**src/rtl/arq_receiver_pkg.sv**
```systemverilog
// rtl/arq_receiver_pkg.sv - ack payload layout shared with the receiver
package arq_receiver_pkg;

    localparam int SEQ_W = 8;

    typedef struct packed {
        logic [SEQ_W-1:0] seq;
        logic             fin;
        logic             nack;
    } ack;

endpackage

```
**src/rtl/arq_ack_transmitter_pkg.sv**
```systemverilog
// rtl/arq_ack_transmitter_pkg.sv - state encoding and widths for the ack transmitter
package arq_ack_transmitter_pkg;

    localparam int ACK_W = $bits(arq_receiver_pkg::ack);

    typedef logic [1:0] state_t;

    localparam state_t IDLE         = 2'd0;
    localparam state_t SEND         = 2'd1;
    localparam state_t WAIT_REFRESH = 2'd2;

endpackage

```
**src/rtl/arq_ack_refresh_timer.sv**
```systemverilog
// rtl/arq_ack_refresh_timer.sv - refresh countdown and bounded repeat counter
module arq_ack_refresh_timer #(
    parameter int REFRESH_CYCLES = 16,
    parameter int MAX_REPEATS    = 3
) (
    input  logic clk,
    input  logic rst,
    input  logic load,
    input  logic clear,
    input  logic link_active,
    output logic expire,
    output logic exhausted
);

    localparam int TW = $clog2(REFRESH_CYCLES);
    localparam int CW = (MAX_REPEATS > 0) ? $clog2(MAX_REPEATS + 1) : 1;
    localparam logic [TW-1:0] TLOAD = TW'(REFRESH_CYCLES - 1);
    localparam logic [CW-1:0] CMAX  = CW'(MAX_REPEATS);

    logic [TW-1:0] timer;
    logic [CW-1:0] repeat_cnt;
    logic          armed;

    // armed tracks whether a countdown is live; it drops on expiry, clear or link idle
    assign expire    = armed && link_active && (timer == '0);
    assign exhausted = (repeat_cnt >= CMAX);

    always_ff @(posedge clk) begin
        if (rst) begin
            timer      <= '0;
            repeat_cnt <= '0;
            armed      <= 1'b0;
        end else begin
            if (clear) begin
                repeat_cnt <= '0;
            end else if (expire && (repeat_cnt != CMAX)) begin
                repeat_cnt <= repeat_cnt + CW'(1);
            end

            if (load) begin
                armed <= 1'b1;
                timer <= TLOAD;
            end else if (clear || !link_active || expire) begin
                armed <= 1'b0;
            end else if (timer != '0) begin
                timer <= timer - TW'(1);
            end
        end
    end

endmodule

```
**src/rtl/arq_ack_transmitter.sv**
```systemverilog
// rtl/arq_ack_transmitter.sv - coalescing ack stream source with bounded refresh
module arq_ack_transmitter
    import arq_ack_transmitter_pkg::*;
#(
    parameter int REFRESH_CYCLES = 16,
    parameter int MAX_REPEATS    = 3
) (
    input  logic             clk,
    input  logic             rst,
    input  logic             trigger,
    input  logic [ACK_W-1:0] p,
    output logic             did_trigger,
    input  logic             link_active,
    output logic             out_valid,
    input  logic             out_ready,
    output logic [ACK_W-1:0] out_payload
);

    state_t           state;
    logic             is_refresh;
    logic             pending;
    logic             has_sent;
    logic [ACK_W-1:0] pend_p;
    logic [ACK_W-1:0] last_sent;

    logic hs;
    logic load;
    logic clear;
    logic expire;
    logic exhausted;

    assign out_valid   = (state == SEND);
    assign hs          = out_valid && out_ready;
    assign did_trigger = hs && !is_refresh;

    // Any fresh trigger restarts the repeat budget; the timer arms only when nothing newer is queued
    assign load  = hs && !trigger && !pending && link_active && !exhausted;
    assign clear = trigger || (hs && pending) || ((state == WAIT_REFRESH) && !link_active);

    arq_ack_refresh_timer #(
        .REFRESH_CYCLES (REFRESH_CYCLES),
        .MAX_REPEATS    (MAX_REPEATS)
    ) u_refresh_timer (
        .clk         (clk),
        .rst         (rst),
        .load        (load),
        .clear       (clear),
        .link_active (link_active),
        .expire      (expire),
        .exhausted   (exhausted)
    );

    always_ff @(posedge clk) begin
        if (rst) begin
            state       <= IDLE;
            out_payload <= '0;
            is_refresh  <= 1'b0;
            pending     <= 1'b0;
            pend_p      <= '0;
            last_sent   <= '0;
            has_sent    <= 1'b0;
        end else begin
            case (state)
                IDLE: begin
                    if (trigger) begin
                        state       <= SEND;
                        out_payload <= p;
                        is_refresh  <= 1'b0;
                    end
                end
                SEND: begin
                    if (hs) begin
                        last_sent <= out_payload;
                        has_sent  <= 1'b1;
                        // A same-cycle trigger is newer than the slot, so the slot is dropped
                        if (trigger) begin
                            out_payload <= p;
                            is_refresh  <= 1'b0;
                            pending     <= 1'b0;
                        end else if (pending) begin
                            out_payload <= pend_p;
                            is_refresh  <= 1'b0;
                            pending     <= 1'b0;
                        end else if (load) begin
                            state <= WAIT_REFRESH;
                        end else begin
                            state <= IDLE;
                        end
                    end else if (trigger) begin
                        pend_p  <= p;
                        pending <= 1'b1;
                    end
                end
                WAIT_REFRESH: begin
                    if (trigger) begin
                        state       <= SEND;
                        out_payload <= p;
                        is_refresh  <= 1'b0;
                    end else if (!link_active) begin
                        state <= IDLE;
                    end else if (expire && has_sent) begin
                        state       <= SEND;
                        out_payload <= last_sent;
                        is_refresh  <= 1'b1;
                    end
                end
                default: state <= IDLE;
            endcase
        end
    end

endmodule

```
**config.mk**
```make
export PLATFORM = sky130hd
export DESIGN_NAME = arq_ack_transmitter
export DESIGN_NICKNAME = d
export VERILOG_FILES = /design/src/rtl/arq_receiver_pkg.sv /design/src/rtl/arq_ack_transmitter_pkg.sv /design/src/rtl/arq_ack_refresh_timer.sv /design/src/rtl/arq_ack_transmitter.sv
export SDC_FILE = /design/constraint.sdc
export NUM_CORES = 1
export LEC_CHECK = 0
export CORE_ASPECT_RATIO = 0.5
export CORE_UTILIZATION = 35
export DETAILED_ROUTE_END_ITERATION = 8
export GPL_ROUTABILITY_DRIVEN = 0
export SYNTH_ARGS = -nofsm -noshare
export SYNTH_HDL_FRONTEND = slang
export SYNTH_SLANG_ARGS = --single-unit
```
**constraint.sdc**
```tcl
create_clock -name clk -period 2.5 [get_ports clk]
set_clock_uncertainty 0.05 [all_clocks]
set_input_delay 0.625 -clock clk [delete_from_list [all_inputs] [get_ports clk]]
set_output_delay 0.625 -clock clk [all_outputs]
set_load 0.1 [all_outputs]
```
==> After elaboration in Yosys (flattened, before gate mapping) <==
Cells that the tools add are included.
{ "totals": {"register_bits": 42, "out_inout_bits": 12, "elab_cells": 93} }
{ "op_classes": {"add_sub_neg": 2, "magnitude_cmp": 1, "n_eq_ne": 12, "n_mux": 32, "n_bitwise": 1, "reduce_logical": 35} }
{ "ops": {"columns": ["operator", "n"], "rows": [
  ["$mux 10", 7],
  ["$pmux 10 s3", 1],
  ["$mux 2", 8],
  ["$logic_and 1x1->1", 12],
  ["$mux 4", 3],
  ["$mux 1", 11],
  ["$ne 2x2->1 const B", 5],
  ["$ne 3x2->1 const B", 2],
  ["$pmux 2 s3", 1],
  ["$reduce_and 2->1", 3],
  ["$reduce_and 6->1", 1],
  ["$reduce_bool 2->1", 3],
  ["$logic_not 1->1", 5],
  ["$reduce_and 5->1", 1],
  ["$logic_not 4->1", 1],
  ["$logic_or 1x1->1", 4],
  ["$ne 4x3->1 const B", 1],
  ["$reduce_bool 4->1", 1],
  ["$sub 4x1->4 const B", 1],
  ["$ne 3x3->1 const B", 1],
  ["$pmux 1 s3", 1],
  ["$reduce_and 3->1", 1],
  ["$reduce_bool 3->1", 1],
  ["$add 2x1->2 const B", 1],
  ["7 further kinds", 7]
]} }

==> Depth between registers and ports, before layout <==
{ "depth": {"word_depth": 11, "ltp_mapped": 8, "depth_no_buf": 6} }

==> Modules after synthesis <==
Synthesis repeated with hierarchy kept, for this count alone.
{ "hier_totals": {"hier_cells": 250, "area_unflattened_um2": 2110.8} }
{ "modules_own_cells": {"columns": ["mod", "n_inst", "cells_per_inst", "area_each_um2"], "rows": [
  ["arq_ack_transmitter", 1, 207, 1727.9],
  ["arq_ack_refresh_timer", 1, 43, 382.9]
]} }

==> Worst setup path before layout <==
OpenSTA, ideal clock, no wires.
{ "synth_timing": {"kind": "reg2out", "from": "register state[1]", "to": "output did_trigger", "arrival_time_ns": 3.301, "path_slack_ns": -1.476, "stages_incl_launch_ff": 8, "path_cell_list": "dfxtp_1 inv_1 ha_1 buf_2 buf_1 nand2_1 buf_2 nor2_1"} }
{ "synth_via": {"elab_chain_cells": 3} }
{ "synth_lines": {"columns": ["element", "line_no", "source"], "rows": [
  ["from (decl)", "arq_ack_transmitter.sv:19", "state_t state;"],
  ["from (signal assigned)", "arq_ack_transmitter.sv:55", "state <= IDLE;"],
  ["from (signal assigned)", "arq_ack_transmitter.sv:66", "state <= SEND;"],
  ["from (signal assigned)", "arq_ack_transmitter.sv:85", "state <= WAIT_REFRESH;"],
  ["$eq 2x1->1", "arq_ack_transmitter.sv:32", "assign out_valid = (state == SEND);"],
  ["net out_valid", "arq_ack_transmitter.sv:14", "output logic out_valid,"],
  ["$logic_and 1x1->1", "arq_ack_transmitter.sv:33", "assign hs = out_valid && out_ready;"],
  ["$logic_and 1x1->1", "arq_ack_transmitter.sv:34", "assign did_trigger = hs && !is_refresh;"],
  ["to (decl)", "arq_ack_transmitter.sv:12", "output logic did_trigger,"]
]} }
The timed path passes the listed nets, and every way through them passes these cells.

==> Worst setup path after layout <==
{ "layout_timing": {"from": "input out_ready", "to": "output did_trigger"} }
{ "layout_via": {"elab_chain_cells": 2} }
{ "layout_lines": {"columns": ["element", "line_no", "source"], "rows": [
  ["from (decl)", "arq_ack_transmitter.sv:15", "input logic out_ready,"],
  ["$logic_and 1x1->1", "arq_ack_transmitter.sv:33", null],
  ["$logic_and 1x1->1", "arq_ack_transmitter.sv:34", null]
]} }
Every way passes these cells.

==> run summary <==
Outcome -> completed
Final Slew Violations -> 0
Initial Util -> 37.09%
Clock buffer depth -> 2
Final count of hold timing violations -> 0
CTS Hold Bufs -> 0
First drt pass iteration count -> 4
CP Max Fanout -> 4
DRT Wirelength -> 5193 um
Critical path required time -> 1.82 ns
Vias -> 1869
Placement Rows -> 19
PostCTS Resize Cnt -> 0
Storage cell area -> 840.8 um2
Main flop type after synthesis -> dfxtp_1
H-tree lvl count -> 2
Antenna Cells -> 0
Seq cells post-synth -> 42
Port Buffers -> 26
Post-DRT Antenna Nets -> 0
Final Util -> 47.05%
Fraction of the yosys area taken by sequential cells -> 40.58%
Post-Syn Area -> 0.002072 mm2
Violation count after the first detailed-route iteration -> 107
Io pins -> 27
Fmax -> 0.4443 GHz
RSZ-0062 raised after global routing -> no
Syn Nets -> 269
Met2 GRT Util -> 28.13%
Total track usage -> 17.82%
Average routed wire per standard cell -> 14.71 um
Pwr/cell area -> 1023 mW/mm2
Crit path DAT -> 1.58 ns
Share of cells above drive strength 1 -> 21.79%
Core region area -> 0.005587 mm2
Endpoint type of the worst setup path -> output port
# Post-CTS Setup Buffers -> 0
Leakage -> 0.9299 nW
Nets -> 301
Synth unique cells -> 45
Die span in y -> 56.41 um
CP Class -> in -> out
Slew @ Worst Pin -> 0.3083 ns
Placed Cells -> 345
CTS Sinks -> 42
Syn_area_per_cell -> 8.389 um2
First-pass GRT wire length -> 8742 um
Synth-to-Final Area Change -> 26.87%
GR Layer Usage met3 -> 3.780%
# setup viols final -> 0
Die Width -> 110.8 um
Asr flop ratio synth -> 0%
Critical Path Source Type -> input pin
Yosys warnings -> 0
GRT met1 Usage -> 24.10%
Layout Cells excl Fill -> 353
Via density -> 5.295
Maxcap violations -> 0
Root Driver -> clkbuf_16
Fin Setup TNS -> 0 ns
CTS tree -> built
Post-synth EDFFs -> 0
Peak-usage layer in the global routing report -> met2
Initial antenna violation count -> 0
Number of global-route vias before repair -> 1802
Min Tclk post-route -> 2.251 ns
Clk pin slew, worst setup/hold paths -> 0.06 ns
Total CTS buffers -> 5
Remaining DRCs -> 0
DIE AREA -> 0.006250 mm2
HP Class -> reg -> reg
Largest net degree at the start of global routing -> 25
Synthesized instance count -> 247
Multi-input gate area -> 0.001137 mm2
Fillers -> 545
Final HPWL DP -> 3589 um
Slew headroom -> 79.38%
Final Hold Slack -> 0.4045 ns
Worst vdd ir -> 0.4611 mV
Clk Latency, worst-skew pair -> 0.29 ns
Final worst-path cycle share -> 90.02%
Total gr overflow -> 0
[power breakdown]
part / switching, mW / internal, mW / total [mW]
logic: 0.787 / 0.390 / 1.18
registers: 0.0877 / 0.766 / 0.854
clock network: 0.284 / 0.375 / 0.659
[worst paths after layout]
path              slack, ns  depth (start not counted)          from             end
setup / recovery       0.25                          4     out_ready     did_trigger
hold reg to reg        0.40                          2  last_sent[9]    last_sent[9]
hold / removal         0.40                          2  last_sent[9]    last_sent[9]
setup reg to reg       0.52                          7      state[0]  out_payload[7]
[sequential cells by signal, summed over array words and instances (netlist names)]
register,cells
is_refresh,1
last_sent,10
pend_p,10
state,2
has_sent,1
u_refresh_timer.repeat_cnt,2
pending,1
u_refresh_timer.timer,4
u_refresh_timer.armed,1
out_payload,10
[critical path: stages]
cell	delay [ns]
clkdlybuf4s50_1	0.51
nand2_1	0.12
nor2_4	0.15
buf_12	0.18
[per-stage QoR]
step	instance area, um2	setup slack [ns]	total power [mW]
floorplan	2102	0.02555	1.759
detailed placement	2479	0.1641	2.044
global route	2629	0.2162	2.824
global placement	2479	0.2279	2.027
finish	2629	0.2495	2.690
CTS	2629	0.2402	2.712
[metal layers]
layer	part of all wire [%]	wire, um	up-vias
met2	46	2389	36
met1	48	2486	889
met5	0	0	-
met4	1.3	65	0
met3	4.9	252	5
li1	-	-	939
[kinds of logic after synthesis]
kind of cell	count (synthesis)	synth area share, %
AOI/OAI and AO/OA	78	25.42
xor gates and xnor gates	4	1.691
adders and majority gates	7	4.227
buffers and inverters	26	5.495
DFF	42	40.58
muxes	3	1.751
and+or+nand+nor	87	20.83
[cells in the final DEF, fill, tap and decap left out, types with 2 or more instances in the layout]
master	netlist	final
dfxtp_1	42	42
a31oi_1	12	12
and3_4	2	2
nor2b_1	2	2
buf_4	1	26
nor2_1	19	18
buf_12	0	2
o21ai_0	3	3
inv_1	8	8
or4_1	2	2
clkdlybuf4s50_1	0	14
nand2b_1	2	2
and4_2	2	2
ha_1	7	6
xnor2_1	3	3
nand2_1	45	45
nor3_1	2	2
a21oi_1	36	36
a22oi_1	10	10
a211oi_2	10	10
clkbuf_16	0	5
[synth_stat cells (2+ instances only)]
library cell | n | area (um2)
inv_1 | 8 | 30.03
a21oi_1 | 36 | 180.2
clkbuf_1 | 8 | 30.03
a22oi_1 | 10 | 75.07
nand2_1 | 45 | 168.9
nor2b_1 | 2 | 12.51
xnor2_1 | 3 | 26.28
buf_2 | 4 | 20.02
dfxtp_1 | 42 | 840.8
buf_1 | 3 | 11.26
nor2_1 | 19 | 71.32
and3_4 | 2 | 22.52
a211oi_2 | 10 | 125.1
and4_2 | 2 | 20.02
o21ai_0 | 3 | 15.01
or4_1 | 2 | 15.01
ha_1 | 7 | 87.58
nor3_1 | 2 | 10.01
a31oi_1 | 12 | 75.07
nand2b_1 | 2 | 12.51
[layout make-up]
cell class	instances	area share [%]
Multi-Input combinational cell	179	43.27
Timing Repair Buffer	42	14.28
Inverter	9	1.285
Sequential cell	42	31.98
Tap cell	73	3.475
Clock inverter	3	0.9519
Clock buffer	5	4.760
Note: power is estimated with default switching activity, not from simulation.
